--- src/rtl/ex_result_stage_if.sv ---
// Bundle of handshake, payload, forwarding and retire-count signals for
// the execute result stage. The slave modport is the stage itself; the
// master modport is the upstream/downstream environment driving it.
interface ex_result_stage_if #(
  parameter int WIDTH = 16,
  parameter int REGW  = 3
);
  // squash control
  logic             flush;

  // upstream side
  logic             in_valid;
  logic             in_ready;
  logic [1:0]       in_sel;
  logic [WIDTH-1:0] alu_res;
  logic [WIDTH-1:0] btr_res;
  logic             set_flag;
  logic [WIDTH-1:0] imm_res;
  logic             in_wr_en;
  logic [REGW-1:0]  in_wr_reg;

  // downstream side
  logic             out_valid;
  logic             out_ready;
  logic [WIDTH-1:0] out_result;
  logic             out_wr_en;
  logic [REGW-1:0]  out_wr_reg;

  // forwarding tap and retire statistics
  logic             fwd_valid;
  logic [REGW-1:0]  fwd_reg;
  logic [WIDTH-1:0] fwd_data;
  logic [15:0]      retire_cnt;

  modport slave (
    input  flush,
    input  in_valid, in_sel, alu_res, btr_res, set_flag, imm_res,
    input  in_wr_en, in_wr_reg,
    output in_ready,
    output out_valid, out_result, out_wr_en, out_wr_reg,
    input  out_ready,
    output fwd_valid, fwd_reg, fwd_data,
    output retire_cnt
  );

  modport master (
    output flush,
    output in_valid, in_sel, alu_res, btr_res, set_flag, imm_res,
    output in_wr_en, in_wr_reg,
    input  in_ready,
    input  out_valid, out_result, out_wr_en, out_wr_reg,
    output out_ready,
    input  fwd_valid, fwd_reg, fwd_data,
    input  retire_cnt
  );
endinterface

--- src/rtl/ex_result_stage.sv ---
// Execute result stage: selects the result source, holds it in a two-entry
// skid buffer (head + skid), and exposes the head to MEM and to the
// forwarding network. in_ready depends only on the buffer state so the
// upstream handshake never sees a combinational path from out_ready.
module ex_result_stage #(
  parameter int WIDTH = 16,
  parameter int REGW  = 3
) (
  input  logic            clk,
  input  logic            rst,
  ex_result_stage_if.slave bus
);

  typedef enum logic [1:0] {
    EMPTY = 2'd0,
    HALF  = 2'd1,
    FULL  = 2'd2
  } state_t;

  state_t           r_state;
  state_t           w_state_next;

  // head entry (what MEM sees) and skid entry (overflow slot)
  logic [WIDTH-1:0] r_head_result;
  logic             r_head_wr_en;
  logic [REGW-1:0]  r_head_wr_reg;
  logic [WIDTH-1:0] r_skid_result;
  logic             r_skid_wr_en;
  logic [REGW-1:0]  r_skid_wr_reg;
  logic [15:0]      r_retire_cnt;

  logic             w_in_ready;
  logic             w_out_valid;
  logic             w_accept;
  logic             w_pop;
  logic [WIDTH-1:0] w_in_result;
  logic             w_load_head_in;
  logic             w_load_head_skid;
  logic             w_load_skid;

  // readiness and validity are pure decodes of the state register
  assign w_in_ready  = (r_state != FULL);
  assign w_out_valid = (r_state != EMPTY);
  assign w_accept    = bus.in_valid & w_in_ready;
  assign w_pop       = w_out_valid & bus.out_ready;

  // result source select for the incoming entry
  always_comb begin
    w_in_result = bus.alu_res;
    case (bus.in_sel)
      2'b00:   w_in_result = bus.alu_res;
      2'b01:   w_in_result = bus.btr_res;
      2'b10:   w_in_result = {{(WIDTH-1){1'b0}}, bus.set_flag};
      2'b11:   w_in_result = bus.imm_res;
      default: w_in_result = bus.alu_res;
    endcase
  end

  // state register
  always_ff @(posedge clk or posedge rst) begin
    if (rst) begin
      r_state <= EMPTY;
    end else begin
      r_state <= w_state_next;
    end
  end

  // next-state and slot-load decisions; flush overrides everything and
  // suppresses loads (contents of invalid slots are don't-care)
  always_comb begin
    w_state_next     = r_state;
    w_load_head_in   = 1'b0;
    w_load_head_skid = 1'b0;
    w_load_skid      = 1'b0;
    if (bus.flush) begin
      w_state_next = EMPTY;
    end else begin
      case (r_state)
        EMPTY: begin
          if (w_accept) begin
            w_state_next   = HALF;
            w_load_head_in = 1'b1;
          end
        end
        HALF: begin
          if (w_accept && !w_pop) begin
            w_state_next = FULL;
            w_load_skid  = 1'b1;
          end else if (w_pop && !w_accept) begin
            w_state_next = EMPTY;
          end else if (w_accept && w_pop) begin
            w_state_next   = HALF;
            w_load_head_in = 1'b1;
          end
        end
        FULL: begin
          if (w_pop) begin
            w_state_next     = HALF;
            w_load_head_skid = 1'b1;
          end
        end
        default: begin
          w_state_next = EMPTY;
        end
      endcase
    end
  end

  // head slot: loaded from the input or promoted from the skid slot
  always_ff @(posedge clk or posedge rst) begin
    if (rst) begin
      r_head_result <= '0;
      r_head_wr_en  <= 1'b0;
      r_head_wr_reg <= '0;
    end else if (w_load_head_in) begin
      r_head_result <= w_in_result;
      r_head_wr_en  <= bus.in_wr_en;
      r_head_wr_reg <= bus.in_wr_reg;
    end else if (w_load_head_skid) begin
      r_head_result <= r_skid_result;
      r_head_wr_en  <= r_skid_wr_en;
      r_head_wr_reg <= r_skid_wr_reg;
    end
  end

  // skid slot: only written when the head is occupied and not draining
  always_ff @(posedge clk or posedge rst) begin
    if (rst) begin
      r_skid_result <= '0;
      r_skid_wr_en  <= 1'b0;
      r_skid_wr_reg <= '0;
    end else if (w_load_skid) begin
      r_skid_result <= w_in_result;
      r_skid_wr_en  <= bus.in_wr_en;
      r_skid_wr_reg <= bus.in_wr_reg;
    end
  end

  // retire counter: counts every pop, including one coincident with flush
  always_ff @(posedge clk or posedge rst) begin
    if (rst) begin
      r_retire_cnt <= '0;
    end else if (w_pop) begin
      r_retire_cnt <= r_retire_cnt + 16'd1;
    end
  end

  assign bus.in_ready   = w_in_ready;
  assign bus.out_valid  = w_out_valid;
  assign bus.out_result = r_head_result;
  assign bus.out_wr_en  = r_head_wr_en;
  assign bus.out_wr_reg = r_head_wr_reg;
  assign bus.fwd_valid  = w_out_valid & r_head_wr_en;
  assign bus.fwd_reg    = r_head_wr_reg;
  assign bus.fwd_data   = r_head_result;
  assign bus.retire_cnt = r_retire_cnt;

endmodule

--- src/flat_wrapper.sv ---
// flat-port wrapper written by rule: the top's interface ports become plain ports
module ex_result_stage_flat 
#(
  parameter int WIDTH = 16,
  parameter int REGW  = 3
)
  (clk, rst, bus_flush, bus_in_valid, bus_in_sel, bus_alu_res, bus_btr_res, bus_set_flag, bus_imm_res, bus_in_wr_en, bus_in_wr_reg, bus_in_ready, bus_out_valid, bus_out_result, bus_out_wr_en, bus_out_wr_reg, bus_out_ready, bus_fwd_valid, bus_fwd_reg, bus_fwd_data, bus_retire_cnt);
  ex_result_stage_if #(.WIDTH(WIDTH), .REGW(REGW)) bus_i ();
  input  logic clk;
  input  logic rst;
  input wire logic [$bits(bus_i.flush)-1:0] bus_flush;
  input wire logic [$bits(bus_i.in_valid)-1:0] bus_in_valid;
  input wire logic [$bits(bus_i.in_sel)-1:0] bus_in_sel;
  input wire logic [$bits(bus_i.alu_res)-1:0] bus_alu_res;
  input wire logic [$bits(bus_i.btr_res)-1:0] bus_btr_res;
  input wire logic [$bits(bus_i.set_flag)-1:0] bus_set_flag;
  input wire logic [$bits(bus_i.imm_res)-1:0] bus_imm_res;
  input wire logic [$bits(bus_i.in_wr_en)-1:0] bus_in_wr_en;
  input wire logic [$bits(bus_i.in_wr_reg)-1:0] bus_in_wr_reg;
  output wire logic [$bits(bus_i.in_ready)-1:0] bus_in_ready;
  output wire logic [$bits(bus_i.out_valid)-1:0] bus_out_valid;
  output wire logic [$bits(bus_i.out_result)-1:0] bus_out_result;
  output wire logic [$bits(bus_i.out_wr_en)-1:0] bus_out_wr_en;
  output wire logic [$bits(bus_i.out_wr_reg)-1:0] bus_out_wr_reg;
  input wire logic [$bits(bus_i.out_ready)-1:0] bus_out_ready;
  output wire logic [$bits(bus_i.fwd_valid)-1:0] bus_fwd_valid;
  output wire logic [$bits(bus_i.fwd_reg)-1:0] bus_fwd_reg;
  output wire logic [$bits(bus_i.fwd_data)-1:0] bus_fwd_data;
  output wire logic [$bits(bus_i.retire_cnt)-1:0] bus_retire_cnt;
  assign bus_i.flush = bus_flush;
  assign bus_i.in_valid = bus_in_valid;
  assign bus_i.in_sel = bus_in_sel;
  assign bus_i.alu_res = bus_alu_res;
  assign bus_i.btr_res = bus_btr_res;
  assign bus_i.set_flag = bus_set_flag;
  assign bus_i.imm_res = bus_imm_res;
  assign bus_i.in_wr_en = bus_in_wr_en;
  assign bus_i.in_wr_reg = bus_in_wr_reg;
  assign bus_in_ready = bus_i.in_ready;
  assign bus_out_valid = bus_i.out_valid;
  assign bus_out_result = bus_i.out_result;
  assign bus_out_wr_en = bus_i.out_wr_en;
  assign bus_out_wr_reg = bus_i.out_wr_reg;
  assign bus_i.out_ready = bus_out_ready;
  assign bus_fwd_valid = bus_i.fwd_valid;
  assign bus_fwd_reg = bus_i.fwd_reg;
  assign bus_fwd_data = bus_i.fwd_data;
  assign bus_retire_cnt = bus_i.retire_cnt;
  ex_result_stage #(.WIDTH(WIDTH), .REGW(REGW)) u_core (.clk(clk), .rst(rst), .bus(bus_i));
endmodule
--- config.mk ---
export PLATFORM = sky130hd
export DESIGN_NAME = ex_result_stage_flat
export DESIGN_NICKNAME = d
export VERILOG_FILES = /design/src/rtl/ex_result_stage_if.sv /design/src/rtl/ex_result_stage.sv /design/src/flat_wrapper.sv
export SDC_FILE = /design/constraint.sdc
export NUM_CORES = 1
export LEC_CHECK = 0
export ABC_CLOCK_PERIOD_IN_PS = 2000
export BUFFER_PORTS_ARGS = -buffer_cell sky130_fd_sc_hd__buf_4
export CAP_MARGIN = 40
export CORE_ASPECT_RATIO = 1.4
export CORE_UTILIZATION = 49
export CTS_BUF_LIST = sky130_fd_sc_hd__clkbuf_16
export CTS_CLUSTER_SIZE = 14
export DETAILED_ROUTE_END_ITERATION = 16
export HOLD_SLACK_MARGIN = 0.03
export PLACE_DENSITY = 0.78
export REMOVE_ABC_BUFFERS = 1
export SYNTH_ARGS = -nofsm -noshare
export SYNTH_HDL_FRONTEND = slang
export SYNTH_SLANG_ARGS = --single-unit
--- constraint.sdc ---
create_clock -name clk -period 2 [get_ports clk]
set_input_delay 0.1 -clock clk [delete_from_list [all_inputs] [get_ports clk]]
set_output_delay 0.1 -clock clk [all_outputs]
set_load 0.1 [all_outputs]
==> out/metrics.cfg <==
[outcome]
outcome = completed

[grt]
grt_pass1_wl_mm = 11.40
grt_use_total_pct = 24.40
antenna_found_initial = 0
grt_max_degree = 41
grt_pass1_vias = 2486
grt_overflow = 0

[routing]
wire_per_inst_um = 15.83
drc_errors = 0
ant_nets = 0
via_per_inst = 5.359
vias = 2460
drt-initial-drc-count = 135
wl_mm = 7.264
dr.pass1.iters = 4

[power]
p_sw_share_pct = 44.92
power.internal_uw = 3186
p_leak_uw = 0.001971
ir_drop_uv = 1727
seqPwrFrac_pct = 27.7
power_density_nw_per_um2 = 1384
power_switching_uw = 2599
power.share.combinational_pct = 42.8
finalPower_uw = 5785
pwr-share-clk_pct = 29.5

[synthesis]
synth_top_area_share_pct = 48.99
synth_commonest_cells = 58 x dfrtp_1, 28 x nand2_1, 21 x mux2_2
synth_flop_cell = dfrtp_1
synth_cell_types = 36
syn_avg_cell_area_um2 = 10.70
async_flop_share_pct = 100.0
synthCells = 277
seq_area_frac_synth_pct = 48.99
synth_edf_count = 0
synthTopCellsByArea = dfrtp_1 49%, mux2_2 8.0%, buf_4 5.1%, a211oi_1 4.1%, a22oi_1 3.8%
synth.cell_area_um2 = 2963
yosys_warnings = 0
yosysMostFrequentCell = dfrtp_1
post-synth-top-area-cell = dfrtp_1
synth-seq-cells = 58

[critical_path]
end_kind = register
crit_path_max_incr_delay_ns = 0.66
crit_fanout = 35
r2r-start = u_core.r_state[0]
cp-startpoint = bus_flush
path_buf_inv = 2
worstPathArrival_ns = 1.95
path_class = primary input to register
cp_slowest_cell = and4bb_4
cpLargestDelayFamily = simple AND/OR/NAND/NOR gates
cp_cell_sequence = dlygate4sd3_1 > buf_4 > and4bb_4 > nor2b_1 > a211oi_1 > a21oi_1
crit_required_ns = 2.19
start_kind = primary input

[finish]
antennaDiodeCount = 0
multi_input_area_um2 = 1280
fin_area_um2 = 4179
fillerInstances = 462
syn_to_final_growth_pct = 41.05
regArea_um2 = 1451
final_net_count = 445
final_layout_size_suffix_gt1_share_pct = 42.93

[die]
initial_core_util_pct = 50.53
fp.dieW_um = 67.72
dieArea_um2 = 6366
core_um2 = 5863
die_h_um = 94.01
placement_rows = 33
ioPinCount = 118

[cts]
htree_levels = 3
clock_latency_ns = 0.32
ctsRootBufferMaster = clkbuf_16
cts_buffers = 9
post_cts_buffers = 0
cts_sinks = 58
postCtsHoldBufs = 6
clkTransAtPathRegs_ns = 0.05
cts_tree = built
post_cts_resized = 0
cts_max_path_buffers = 2

[sta]
finalCritPeriodShare_pct = 87.70
tightest_slew_ns = 0.5098
finalCriticalPeriod_ns = 1.754
finalHoldViolCount = 0
finalSetupViolations = 0
fin_setup_tns_ns = 0
skew_ns = 0.006881
fmax_mhz = 570.1
rsz0062_at_grt = no
slew_headroom_pct = 65.96
drv_slew = 0
hold_ws_ns = 0.04376

[worst_hold_path]
hold_class = primary input to register
hp-start = bus_in_wr_reg[0]

[placement]
globalplace.congestion = 0.7152
port_buffers = 117
hpwl_mm = 4.940
place_area_um2 = 3786

[run]
drv_cap = 0

## path summary, 6_finish.rpt
| check | slack, ns | endpoint | depth (start not counted) |
|---|---|---|---|
| setup reg to reg | 0.27 | u_core.bus.fwd_data[13] | 4 |
| min in group asynchronous | 0.39 | u_core.bus.retire_cnt[8] | 3 |
| hold reg to reg | 0.48 | u_core.r_skid_result[7] | 2 |
| setup / recovery | 0.25 | u_core.bus.fwd_data[13] | 6 |
| hold / removal | 0.04 | u_core.r_skid_wr_reg[0] | 2 |
| max in group asynchronous | 0.97 | u_core.bus.fwd_data[6] | 4 |
## layout by cell type, fill, tap and decap left out, drive strengths merged, types with 4 or more instances in the layout
cell	count
a211oi	16
a21oi	16
a22oi	15
buf	124
clkbuf	9
clkinv	4
dfrtp	58
dlygate4sd3	6
mux2	21
mux2i	6
nand2	28
nand3	5
nor2	6
nor2b	16
o21ai	21
xnor2	11
xor2	4
## power by group through the flow
stage,registers (uW),clock network (uW),logic (uW)
finish,1600,1710,2470
CTS,1600,1720,2480
detailed placement,1610,0,2470
floorplan,3070,0,415
global route,1640,1770,2570
global placement,1600,0,2430
## through the flow
| step | setup WS [ns] | cells | util, % |
|---|---|---|---|
| final | 0.2460 | 459 | 71.28 |
| after global routing | 0.1638 | 459 | 71.28 |
| after CTS | 0.2718 | 459 | 71.28 |
| after floorplan | -0.2389 | 243 | - |
| after global placement | 0.3723 | 436 | 64.38 |
| after detailed placement | 0.3130 | 437 | 64.58 |
## layout make-up
type                            instances  area share [%]
Sequential cell                        58           34.73
Multi-Input combinational cell        183           30.63
Clock buffer                            9           5.389
Timing Repair Buffer                  130           24.40
Tap cell                               70           2.096
Clock inverter                          7           2.575
Inverter                                2          0.1796
## per-layer routing
layer	vias up	track usage, %	wire [um]
li1	1175	-	-
met1	1176	28.86	2800
met2	96	41.42	3817
met3	13	6.068	505
met4	0	9.220	140
met5	-	0	0
## kinds of logic after synthesis
family	count (synthesis)	synth area share [%]
adders and majority gates	1	0.4222
DFF	58	48.99
AOI/OAI and AO/OA	70	14.78
muxes	28	10.77
buffers and inverters	36	8.024
and+or+nand+nor	69	12.59
xor gates and xnor gates	15	4.434
No activity file was read; power rests on OpenSTA's default activity.
